### config.mk
export PLATFORM = sky130hd
export DESIGN_NAME = multicycle_control_unit_flat
export DESIGN_NICKNAME = d
export VERILOG_FILES = /design/src/rtl/multicycle_control_unit_if.sv /design/src/rtl/multicycle_control_unit.sv /design/src/flat_wrapper.sv
export SDC_FILE = /design/constraint.sdc
export NUM_CORES = 1
export LEC_CHECK = 0
export CORE_ASPECT_RATIO = 0.8
export CORE_MARGIN = 10
export CORE_UTILIZATION = 51
export DETAILED_ROUTE_END_ITERATION = 10
export GPL_TIMING_DRIVEN = 0
export PLACE_DENSITY = 0.83
export SLEW_MARGIN = 40
export SYNTH_ARGS = -nofsm -noshare
export SYNTH_HDL_FRONTEND = slang
export SYNTH_SLANG_ARGS = --single-unit
### constraint.sdc
create_clock -name clk -period 7.21 [get_ports clk]
set_input_delay 1.8025 -clock clk [delete_from_list [all_inputs] [get_ports clk]]
set_output_delay 1.8025 -clock clk [all_outputs]
set_load 0.01 [all_outputs]
### src/rtl/multicycle_control_unit_if.sv
`default_nettype none
// ============================================================================
// Module   : multicycle_control_unit_if
// Brief    : Decoder-to-control and control-to-datapath signal bundle.
// Revision : 1.0
// ============================================================================
interface multicycle_control_unit_if #(
  parameter int CNT_W = 32
);
  logic [5:0]       opcode;
  logic [4:0]       func;
  logic [1:0]       reg_dest;
  logic             reg_write;
  logic             mem_read;
  logic             mem_write;
  logic [1:0]       mem_to_reg;
  logic             ALUsrc;
  logic [4:0]       ALUopsel;
  logic             ALUipsel;
  logic             JumpAddr;
  logic             isBranch;
  logic             LabelSel;
  logic             pc_write;
  logic             halted;
  logic             illegal;
  logic [CNT_W-1:0] instr_retired;

  modport master (
    input  opcode, func,
    output reg_dest, reg_write, mem_read, mem_write, mem_to_reg,
           ALUsrc, ALUopsel, ALUipsel, JumpAddr, isBranch, LabelSel,
           pc_write, halted, illegal, instr_retired
  );

  modport slave (
    output opcode, func,
    input  reg_dest, reg_write, mem_read, mem_write, mem_to_reg,
           ALUsrc, ALUopsel, ALUipsel, JumpAddr, isBranch, LabelSel,
           pc_write, halted, illegal, instr_retired
  );
endinterface
`default_nettype wire

### src/rtl/multicycle_control_unit.sv
`default_nettype none
// ============================================================================
// Module   : multicycle_control_unit
// Brief    : FETCH/DECODE/EXEC/MEM/WB sequencer driving the miniRISC datapath.
// Revision : 1.0
// ============================================================================
module multicycle_control_unit #(
  parameter logic [4:0] ALU_ADD    = 5'b00000,
  parameter logic [4:0] ALU_PASS_A = 5'b01111,
  parameter int         CNT_W      = 32
) (
  input  wire logic                       clk,
  input  wire logic                       rst,
  multicycle_control_unit_if.master       bus
);

  localparam logic [5:0] OP_R    = 6'b000000;
  localparam logic [5:0] OP_I    = 6'b000001;
  localparam logic [5:0] OP_LW   = 6'b000010;
  localparam logic [5:0] OP_SW   = 6'b000011;
  localparam logic [5:0] OP_B    = 6'b000100;
  localparam logic [5:0] OP_BC   = 6'b000101;
  localparam logic [5:0] OP_JR   = 6'b000110;
  localparam logic [5:0] OP_BL   = 6'b000111;
  localparam logic [5:0] OP_BCY  = 6'b001000;
  localparam logic [5:0] OP_HALT = 6'b111111;

  typedef enum logic [2:0] {
    S_FETCH  = 3'd0,
    S_DECODE = 3'd1,
    S_EXEC   = 3'd2,
    S_MEM    = 3'd3,
    S_WB     = 3'd4,
    S_HALT   = 3'd5
  } state_t;

  state_t           state, state_nx;
  logic [5:0]       op_q;
  logic [4:0]       func_q;
  logic [CNT_W-1:0] retired;

  logic [1:0] reg_dest, mem_to_reg;
  logic       reg_write, mem_read, mem_write, alu_src, jump_addr;
  logic       is_branch, label_sel, pc_write, halted, illegal;
  logic [4:0] alu_op;

  function automatic logic is_known(input logic [5:0] op);
    return (op <= OP_BCY) || (op == OP_HALT);
  endfunction

  always_ff @(posedge clk or posedge rst) begin
    if (rst) begin
      state  <= S_FETCH;
      op_q   <= '0;
      func_q <= '0;
    end else begin
      state <= state_nx;
      if (state == S_DECODE) begin
        op_q   <= bus.opcode;
        func_q <= bus.func;
      end
    end
  end

  // Illegal opcodes retire as NOPs without counting.
  always_ff @(posedge clk or posedge rst) begin
    if (rst)
      retired <= '0;
    else if (pc_write && !illegal)
      retired <= retired + CNT_W'(1);
  end

  always_comb begin
    state_nx   = state;
    reg_dest   = 2'b00;
    reg_write  = 1'b0;
    mem_read   = 1'b0;
    mem_write  = 1'b0;
    mem_to_reg = 2'b00;
    alu_src    = 1'b0;
    alu_op     = 5'b00000;
    jump_addr  = 1'b0;
    is_branch  = 1'b0;
    label_sel  = 1'b0;
    pc_write   = 1'b0;
    halted     = 1'b0;
    illegal    = 1'b0;

    unique case (state)
      S_FETCH: state_nx = S_DECODE;

      // DECODE sees the live opcode; later phases use the latched copy.
      S_DECODE: begin
        if (bus.opcode == OP_HALT) begin
          state_nx = S_HALT;
        end else if (!is_known(bus.opcode)) begin
          pc_write = 1'b1;
          illegal  = 1'b1;
          state_nx = S_FETCH;
        end else begin
          state_nx = S_EXEC;
        end
      end

      S_EXEC: begin
        unique case (op_q)
          OP_R: begin
            alu_op   = func_q;
            state_nx = S_WB;
          end
          OP_I: begin
            alu_src  = 1'b1;
            alu_op   = func_q;
            state_nx = S_WB;
          end
          OP_LW, OP_SW: begin
            alu_src  = 1'b1;
            alu_op   = ALU_ADD;
            state_nx = S_MEM;
          end
          OP_B: begin
            is_branch = 1'b1;
            pc_write  = 1'b1;
            state_nx  = S_FETCH;
          end
          OP_BC, OP_BCY: begin
            is_branch = 1'b1;
            pc_write  = 1'b1;
            label_sel = 1'b1;
            alu_op    = func_q;
            state_nx  = S_FETCH;
          end
          OP_JR: begin
            is_branch = 1'b1;
            pc_write  = 1'b1;
            jump_addr = 1'b1;
            alu_op    = ALU_PASS_A;
            state_nx  = S_FETCH;
          end
          OP_BL: begin
            is_branch  = 1'b1;
            pc_write   = 1'b1;
            reg_write  = 1'b1;
            reg_dest   = 2'b10;
            mem_to_reg = 2'b00;
            state_nx   = S_FETCH;
          end
          default: state_nx = S_FETCH;
        endcase
      end

      S_MEM: begin
        alu_src = 1'b1;
        alu_op  = ALU_ADD;
        if (op_q == OP_LW) begin
          mem_read = 1'b1;
          state_nx = S_WB;
        end else begin
          mem_write = 1'b1;
          pc_write  = 1'b1;
          state_nx  = S_FETCH;
        end
      end

      S_WB: begin
        reg_write = 1'b1;
        pc_write  = 1'b1;
        state_nx  = S_FETCH;
        if (op_q == OP_LW) begin
          reg_dest   = 2'b01;
          mem_to_reg = 2'b01;
          mem_read   = 1'b1;
          alu_src    = 1'b1;
          alu_op     = ALU_ADD;
        end else begin
          reg_dest   = 2'b00;
          mem_to_reg = 2'b10;
          alu_src    = (op_q == OP_I);
          alu_op     = func_q;
        end
      end

      S_HALT: halted = 1'b1;

      default: state_nx = S_FETCH;
    endcase
  end

  assign bus.reg_dest      = reg_dest;
  assign bus.reg_write     = reg_write;
  assign bus.mem_read      = mem_read;
  assign bus.mem_write     = mem_write;
  assign bus.mem_to_reg    = mem_to_reg;
  assign bus.ALUsrc        = alu_src;
  assign bus.ALUopsel      = alu_op;
  assign bus.ALUipsel      = 1'b0;
  assign bus.JumpAddr      = jump_addr;
  assign bus.isBranch      = is_branch;
  assign bus.LabelSel      = label_sel;
  assign bus.pc_write      = pc_write;
  assign bus.halted        = halted;
  assign bus.illegal       = illegal;
  assign bus.instr_retired = retired;

endmodule
`default_nettype wire

### src/flat_wrapper.sv
// flat-port wrapper written by rule: the top's interface ports become plain ports
module multicycle_control_unit_flat 
#(
  parameter logic [4:0] ALU_ADD    = 5'b00000,
  parameter logic [4:0] ALU_PASS_A = 5'b01111,
  parameter int         CNT_W      = 32
)
  (clk, rst, bus_opcode, bus_func, bus_reg_dest, bus_reg_write, bus_mem_read, bus_mem_write, bus_mem_to_reg, bus_ALUsrc, bus_ALUopsel, bus_ALUipsel, bus_JumpAddr, bus_isBranch, bus_LabelSel, bus_pc_write, bus_halted, bus_illegal, bus_instr_retired);
  multicycle_control_unit_if #(.CNT_W(CNT_W)) bus_i ();
  input  wire logic clk;
  input  wire logic rst;
  input wire logic [$bits(bus_i.opcode)-1:0] bus_opcode;
  input wire logic [$bits(bus_i.func)-1:0] bus_func;
  output wire logic [$bits(bus_i.reg_dest)-1:0] bus_reg_dest;
  output wire logic [$bits(bus_i.reg_write)-1:0] bus_reg_write;
  output wire logic [$bits(bus_i.mem_read)-1:0] bus_mem_read;
  output wire logic [$bits(bus_i.mem_write)-1:0] bus_mem_write;
  output wire logic [$bits(bus_i.mem_to_reg)-1:0] bus_mem_to_reg;
  output wire logic [$bits(bus_i.ALUsrc)-1:0] bus_ALUsrc;
  output wire logic [$bits(bus_i.ALUopsel)-1:0] bus_ALUopsel;
  output wire logic [$bits(bus_i.ALUipsel)-1:0] bus_ALUipsel;
  output wire logic [$bits(bus_i.JumpAddr)-1:0] bus_JumpAddr;
  output wire logic [$bits(bus_i.isBranch)-1:0] bus_isBranch;
  output wire logic [$bits(bus_i.LabelSel)-1:0] bus_LabelSel;
  output wire logic [$bits(bus_i.pc_write)-1:0] bus_pc_write;
  output wire logic [$bits(bus_i.halted)-1:0] bus_halted;
  output wire logic [$bits(bus_i.illegal)-1:0] bus_illegal;
  output wire logic [$bits(bus_i.instr_retired)-1:0] bus_instr_retired;
  assign bus_i.opcode = bus_opcode;
  assign bus_i.func = bus_func;
  assign bus_reg_dest = bus_i.reg_dest;
  assign bus_reg_write = bus_i.reg_write;
  assign bus_mem_read = bus_i.mem_read;
  assign bus_mem_write = bus_i.mem_write;
  assign bus_mem_to_reg = bus_i.mem_to_reg;
  assign bus_ALUsrc = bus_i.ALUsrc;
  assign bus_ALUopsel = bus_i.ALUopsel;
  assign bus_ALUipsel = bus_i.ALUipsel;
  assign bus_JumpAddr = bus_i.JumpAddr;
  assign bus_isBranch = bus_i.isBranch;
  assign bus_LabelSel = bus_i.LabelSel;
  assign bus_pc_write = bus_i.pc_write;
  assign bus_halted = bus_i.halted;
  assign bus_illegal = bus_i.illegal;
  assign bus_instr_retired = bus_i.instr_retired;
  multicycle_control_unit #(.ALU_ADD(ALU_ADD), .ALU_PASS_A(ALU_PASS_A), .CNT_W(CNT_W)) u_core (.clk(clk), .rst(rst), .bus(bus_i));
endmodule
---- Word level (Yosys, flattened, before mapping) ----
Cells that the tools add are included.
word-level totals
  logic and storage cells ................. 65
  bits of input ports ..................... 13
  output and inout bits ................... 52
  register bits after elaboration ......... 46
cells by class
  magnitude comparators ................... 1
  multiplexer cells ....................... 33
  add/sub/neg operators ................... 1
  reductions and logical operators ........ 12
  eq/ne operators ......................... 14
operator list
  kind                   number
  $add 32x1->32 const B  1
  $eq 6x3->1 const B     4
  $pmux 5 s2             2
  $mux 1                 18
  $pmux 3 s5             1
  $eq 6x2->1 const B     2
  $mux 2                 4
  $reduce_or 2->1        4
  $eq 3x2->1 const B     2
  $eq 3x3->1 const B     2
  $eq 6x1->1 const B     1
  $eq 6x4->1 const B     1
  $eq 6x6->1 const B     1
  $le 6x4->1 const B     1
  $logic_not 6->1        1
  $mux 3                 2
  $pmux 3 s2             1
  $mux 5                 1
  $reduce_or 5->1        1
  $pmux 1 s4             1
  $pmux 2 s2             1
  $reduce_or 4->1        1
  $eq 3x1->1 const B     1
  $logic_not 3->1        1
  6 further kinds        6

---- Depth between registers and ports, before layout ----
Gate-level depths: netlist (run 1).
  depth after elaboration ................. 7
  depth in mapped cells ................... 8
  gate-level depth less buffers ........... 5

---- Worst setup path after synthesis (run 1) ----
Ideal clock, no wire load.
  path type ............................... input to output
  from .................................... in bus_opcode[0]
  to ...................................... out bus_pc_write
  arrival ................................. 2719 ps
  cell stages on the path ................. 4
  buffers on the path ..................... 0
  required time ........................... 5407 ps
  path slack .............................. 2688 ps
  path through ............................ o31a_1 > nor3_1 > nor3b_1 > nand2b_1
on the way
  word-level cells in the longest chain between the ends .. 5
  elaborated cells between the ends (all ways) .. 6
  those cells by class .................... order compare: 1; eq/ne: 1; mux: 3; reduce/logical: 1
ends and longest elaborated chain
  item                                      RTL line                                                      text
  start: declaration                        flat_wrapper.sv:12                                            input wire logic [$bits(bus_i.opcode)-1:0] bus_opcode;
  $le 6x4->1 or $eq 6x6->1 (tied branches)  multicycle_control_unit.sv:48, multicycle_control_unit.sv:94
  $logic_or 1x1->1                          multicycle_control_unit.sv:48                                 return (op <= OP_BCY) || (op == OP_HALT);
  $mux 1                                    multicycle_control_unit.sv:96                                 end else if (!is_known(bus.opcode)) begin
  $mux 1 (*)                                multicycle_control_unit.sv:94                                 if (bus.opcode == OP_HALT) begin
  $pmux 1 s4 (*)                            multicycle_control_unit.sv:89                                 unique case (state)
  end: declaration                          flat_wrapper.sv:25                                            output wire logic [$bits(bus_i.pc_write)-1:0] bus_pc_write;
Every way passes the cells marked *; elsewhere a longest branch is shown, timed or not.

---- Worst setup path after layout (run 1) ----
Same ends and word-level chain as after synthesis.

==> impl_metrics.tcl, run 1 <==
set metrics [dict create \
    outcome "complete, no violations" \
    period_minus_slack_ns 5.66 \
    overflow 0 \
    timing.rr.start "u_core.state[1]$_DFFE_PP0N_" \
    syn_inst 227 \
    antenna_left 0 \
    crit_arrival_ns 3.86 \
    r2r-end "u_core.bus.instr_retired[25]$_DFFE_PP0P_" \
    syn-num-nets 241 \
    instances_no_fill 359 \
    cts_root_buf "clkbuf_8" \
    grt_max_degree 44 \
    postCtsHoldBufs 0 \
    finalSetupTns_ns 0 \
    worstSetupPathType "input pin to output port" \
    max_freq_ghz 0.177 \
    grt_pass1_vias 1935 \
    initial_core_util 0.526 \
    hold_viol_final 0 \
    path_cells "clkdlybuf4s50_1, o31a_1, nor3_1, nor3b_1, nand2b_1, clkdlybuf4s50_1" \
    clockBufferDepth 2 \
    antennaDiodeCount 0 \
    initialDrtViolationCount 63 \
    cp-endpoint "bus_pc_write" \
    num_vias 1903 \
    nFillCells 347 \
    core_area_um2 4600 \
    dieArea_um2 7910 \
    rsz0062_at_grt "false" \
    clkTransAtPathRegs_ns 0.08 \
    grt_antenna_before_repair 0 \
    ctsResizeCount 0 \
    drv_cap 0 \
    numCtsBuffers 5 \
    syn2layout_area_growth_pct 34.5 \
    p_leak_nw 1.44 \
    dr.pass1.iters 4 \
    slowest_stage "nor3b_1" \
    multi_input_area_um2 1180 \
    tightestPinTransition_ns 0.727 \
    pin_count 65 \
    start_kind "input pin" \
    drc 0 \
    rr_worst_depth 8 \
    cts_tree "done" \
    post-cts-setup-buffers 0 \
    post-dp-hpwl_um 4230 \
    seq_area_um2 1150 \
    reg2reg_setup_slack_ns 4.72 \
    nets 312 \
    clkSinkCount 46 \
    fin_area_um2 3250 \
    dpl-instance-area_um2 3150 \
    whs_ns 0.472 \
    syn_area_um2 2420 \
    place_congestion 0.782 \
    endpoint_kind "output port" \
    powerDensity_nw_per_um2 238 \
    die-width_um 97.0 \
    place_inst 351 \
    power_mw 0.774 \
    pre_cts_slack_ns 1.56 \
    routed_wl_um 5640 \
    drive_gt1_frac 0.147 \
    synth_cell_types 48 \
    grt_use_total 0.144 \
    grt_pass1_wl_um 9470 \
    peakVddDrop_v 0.000122 \
    cp_common_cell "clkdlybuf4s50_1" \
    crit_fanout 5 \
    seq_area_frac_synth 0.476 \
    fin_crit_sh 0.786 \
    die_h_um 81.6 \
    setup.worst_path.start "bus_opcode[0]" \
    port-buffer-count 63 \
    hold_class "flip-flop to flip-flop" \
    finalSetupViolCount 0 \
    via_per_inst 5.30 \
    rows 22 \
    wl_per_cell_um 15.7 \
    syn_avg_cell_area_um2 10.7 \
    clkLatencyLatePin_ns 0.29 \
    fin_worst_skew_ns 0.00255 \
    finalWorstSetupSlack_ns 1.55 \
    yosys_warnings 0 \
    critPathRequiredTime_ns 5.41 \
    drv_slew 0 \
    slew_headroom 0.512 \
    htree_num_levels 2 \
    synth-seq-cells 46 \
    final_util 0.708 \
    slowest_delay_ns 0.56 \
]
layout by cell type (no fill, tap or decap), types with 2 or more instances in the layout:
cell / n
buf_2: 2
mux2_2: 13
nor3b_1: 2
xnor2_1: 7
clkbuf_1: 6
nand2_1: 21
nand3b_1: 2
nor3_1: 13
xor2_1: 24
inv_1: 7
a21o_1: 5
clkbuf_8: 5
o21ai_0: 4
dfrtp_1: 46
clkdlybuf4s50_1: 63
nor2b_1: 3
a21oi_1: 3
nor4_2: 2
nor4b_1: 2
buf_6: 2
nor2_1: 19
nand4_1: 4
nor3_2: 7
nand3_1: 3
nand2b_1: 5
and3_1: 2
final cells by class:
type / count / area share
clock buffers: 7 / 0.0235
clock inverters: 1 / 0.00923
plain buffers: 9 / 0.0169
repair buffers: 64 / 0.200
inverters: 8 / 0.0100
well taps: 60 / 0.0231
flip-flops and latches: 46 / 0.354
multi-input cells: 164 / 0.363
worst max-delay path: cells and delay by family:
family / cells / cell delay, ns
simple gates: 3 / 0.83
buf+inv: 2 / 1.07
compound gates: 1 / 0.16
sequential cells by signal (all words and copies together) (netlist names):
register / count
u_core.bus.instr_retired: 32
u_core.func_q: 5
u_core.op_q: 6
u_core.state: 3
cell usage after synthesis (all sizes together):
cell type / n / area share
a211oi: 2 / 0.011
a21o: 5 / 0.016
a21oi: 3 / 0.0062
a221oi: 1 / 0.0036
a32o: 1 / 0.0041
a32oi: 1 / 0.0036
and2: 1 / 0.0026
and3: 2 / 0.0052
buf: 5 / 0.017
clkbuf: 4 / 0.0062
conb: 1 / 0.0016
dfrtp: 46 / 0.48
ha: 1 / 0.0052
inv: 8 / 0.012
mux2: 13 / 0.061
nand2: 21 / 0.033
nand2b: 5 / 0.013
nand3: 4 / 0.010
nand3b: 2 / 0.0062
nand4: 5 / 0.016
nor2: 19 / 0.029
nor2b: 3 / 0.0078
nor3: 21 / 0.063
nor3b: 2 / 0.0062
nor4: 3 / 0.013
nor4b: 2 / 0.0072
o2111a: 1 / 0.0047
o2111ai: 1 / 0.0062
o211ai: 1 / 0.0052
o21ai: 4 / 0.0083
o21ba: 1 / 0.0041
o2bb2ai: 1 / 0.0036
o31a: 1 / 0.0036
o31ai: 1 / 0.0031
or2: 1 / 0.0026
or3: 1 / 0.0026
or3b: 1 / 0.0036
or4b: 1 / 0.0057
xnor2: 7 / 0.025
xor2: 24 / 0.087
where the power goes:
| group | switching [mW] | internal, mW | leakage (nW) |
|---|---|---|---|
| Clock | 0.0813 | 0.104 | 0.0524 |
| Sequential | 0.0390 | 0.303 | 0.609 |
| Combinational | 0.121 | 0.125 | 0.782 |
| Total | 0.241 | 0.533 | 1.44 |
logic make-up after synthesis:
kind of cell    synth area share
buf+inv                   0.0352
xor+xnor                   0.112
other cells              0.00155
compound gates            0.0833
flops                      0.476
fa+ha+maj                0.00517
mux                       0.0605
simple gates               0.226
metal layers:
metal	share of wire	vias up	track usage	routed length, um
met1	0.46	922	0.186	2580
met4	0.0023	0	0.0221	13
li1	-	920	-	-
met2	0.46	59	0.225	2580
met5	0	-	0	0
met3	0.082	2	0.0612	462
how the worst min path moves through the flow:
stage / from / end / slack (ns) / depth (start not counted)
2_1_floorplan: u_core.func_q[4]$_DFFE_PP0N_ / u_core.func_q[4]$_DFFE_PP0N_ / 0.48 / 1
3_3_place_gp: u_core.bus.instr_retired[31]$_DFFE_PP0P_ / u_core.bus.instr_retired[31]$_DFFE_PP0P_ / 0.46 / 1
3_5_place_dp: u_core.bus.instr_retired[31]$_DFFE_PP0P_ / u_core.bus.instr_retired[31]$_DFFE_PP0P_ / 0.46 / 1
4_1_cts: u_core.bus.instr_retired[31]$_DFFE_PP0P_ / u_core.bus.instr_retired[31]$_DFFE_PP0P_ / 0.47 / 1
5_1_grt: u_core.bus.instr_retired[31]$_DFFE_PP0P_ / u_core.bus.instr_retired[31]$_DFFE_PP0P_ / 0.50 / 1
6_report: u_core.bus.instr_retired[31]$_DFFE_PP0P_ / u_core.bus.instr_retired[31]$_DFFE_PP0P_ / 0.47 / 1
Power figures use the tool's default switching activity.
==> inputs of run 2 (changes only) <==
- CORE_UTILIZATION: 51 -> 48
- PLACE_DENSITY: 0.83 -> 0.78
- clock period: 7.21 -> 5.6 ns (I/O delays scaled with it)
==> run 2 against run 1 <==
Die area rose by 4.8%. Power rose by 30%. Cell count up 0.56%. Via count increased by 1.2%. Flip-flop and latch count unchanged.
==> impl_metrics.tcl, run 2 (same netlist as run 1, synthesis figures left out) <==
set metrics [dict create \
    post-dp-hpwl_um 4330 \
    cts_root_buf "clkbuf_8" \
    numCtsBuffers 5 \
    clockBufferDepth 2 \
    core_area_um2 4950 \
    grt_use_total 0.140 \
    reg2reg_setup_slack_ns 3.11 \
    die-width_um 99.4 \
    initialDrtViolationCount 54 \
    clkLatencyLatePin_ns 0.30 \
    share_seq_of_total_power 0.439 \
    timing.rr.start "u_core.state[1]$_DFFE_PP0N_" \
    tightestPinTransition_ns 0.682 \
    nets 312 \
    fin_worst_skew_ns 0.00856 \
    finalSetupTns_ns 0 \
    port-buffer-count 63 \
    grt_pass1_vias 1920 \
    switching_power_mw 0.319 \
    pin_count 65 \
    layout_common_cells "clkdlybuf4s50_1 (63), dfrtp_1 (46), xor2_1 (24)" \
    drv_slew 0 \
    crit_fanout 5 \
    drive_gt1_frac 0.154 \
    clkSinkCount 46 \
    overflow 0 \
    antennaDiodeCount 0 \
    routed_wl_um 5680 \
    setup.worst_path.start "bus_opcode[3]" \
    clkTransAtPathRegs_ns 0.09 \
    dr.pass1.iters 4 \
    crit_arrival_ns 3.36 \
    ctsResizeCount 0 \
    min_from "u_core.bus.instr_retired[31]$_DFFE_PP0P_" \
    wl_per_cell_um 15.7 \
    dieArea_um2 8300 \
    clockPowerShare 0.250 \
    cts_tree "done" \
    hold_viol_final 0 \
    multi_input_area_um2 1180 \
    largest_reg_flops 32 \
    htree_num_levels 2 \
    drv_cap 0 \
    pwr-share-comb 0.311 \
    num_vias 1926 \
    rr_worst_depth 8 \
    final_util 0.659 \
    period_minus_slack_ns 4.76 \
    grt_antenna_before_repair 0 \
    hold_depth 1 \
    grt_pass1_wl_um 9690 \
    internal_power_mw 0.685 \
    slew_headroom 0.542 \
    rsz0062_at_grt "false" \
    endpoint_kind "output port" \
    p_leak_nw 1.44 \
    outcome "complete, no violations" \
    drc 0 \
    grt_max_degree 36 \
    antenna_left 0 \
    initial_core_util 0.489 \
    via_per_inst 5.34 \
    seq_area_um2 1150 \
    sw_frac_of_total 0.318 \
    syn2layout_area_growth_pct 34.9 \
    critPathRequiredTime_ns 4.20 \
    fin_crit_sh 0.850 \
    hold_class "flip-flop to flip-flop" \
    peakVddDrop_v 0.000208 \
    postCtsHoldBufs 0 \
    layout.cells.most_common "clkdlybuf4s50_1" \
    finalSetupViolCount 0 \
    die_h_um 83.5 \
    max_freq_ghz 0.210 \
    powerDensity_nw_per_um2 308 \
    worstSetupPathType "input pin to output port" \
    nFillCells 413 \
    post-cts-setup-buffers 0 \
    start_kind "input pin" \
    rows 23 \
    place_congestion 0.810 \
]
==> run 2: cell count changes in the layout (fill, tap and decap cells not counted) <==
cell        before  now
clkbuf_1         6    4
clkinvlp_4       0    2
==> run 2: worst max-delay path: stages <==
cell,delay [ns]
clkdlybuf4s50_1,0.51
o31a_1,0.14
nor3_1,0.06
nor3b_1,0.53
nand2b_1,0.19
clkdlybuf4s50_1,0.54
==> run 2: final cells by class <==
cell class                 instances  share of cell area
sequential                        46               0.353
tap                               62              0.0238
clock inverter                     3              0.0138
clock buffer                       5              0.0211
inverter                           8             0.00997
multi-input combinational        164               0.362
buffer                             9              0.0169
timing repair buffer              64               0.199
==> run 2: path summary, 6_finish.rpt <==
path,endpoint
setup / recovery,bus_pc_write
hold reg to reg,u_core.bus.instr_retired[31]$_DFFE_PP0P_
min in group asynchronous,u_core.bus.instr_retired[29]$_DFFE_PP0P_
hold / removal,u_core.bus.instr_retired[31]$_DFFE_PP0P_
setup reg to reg,u_core.bus.instr_retired[25]$_DFFE_PP0P_
max in group asynchronous,u_core.func_q[4]$_DFFE_PP0N_
==> run 2: metal layers <==
metal	wire, um	global-route usage	vias to the layer above
met5	0	0	-
met4	23	0.0351	0
met3	482	0.0737	2
met2	2710	0.209	49
met1	2470	0.174	945
li1	-	-	930
==> run 2: power groups by stage <==
stage	sequential [mW]	combinational [mW]	clock, mW
after floorplan	0.442	0.208	0
after global placement	0.444	0.305	0
after detailed placement	0.449	0.316	0
after CTS	0.442	0.317	0.256
after global routing	0.448	0.343	0.274
final	0.441	0.312	0.251
==> run 2: metrics by stage <==
stage | power, mW | cell area [um2] | worst slack, ns | std cells | hold slack, ns
floorplan | 0.650 | 2420 | 1.88 | 227 | 0.481
global placement | 0.749 | 3130 | 0.816 | 352 | 0.458
detailed placement | 0.765 | 3150 | 0.822 | 353 | 0.464
CTS | 1.01 | 3260 | 0.820 | 361 | 0.477
global route | 1.06 | 3260 | 0.713 | 361 | 0.514
finish | 1.00 | 3260 | 0.841 | 361 | 0.475
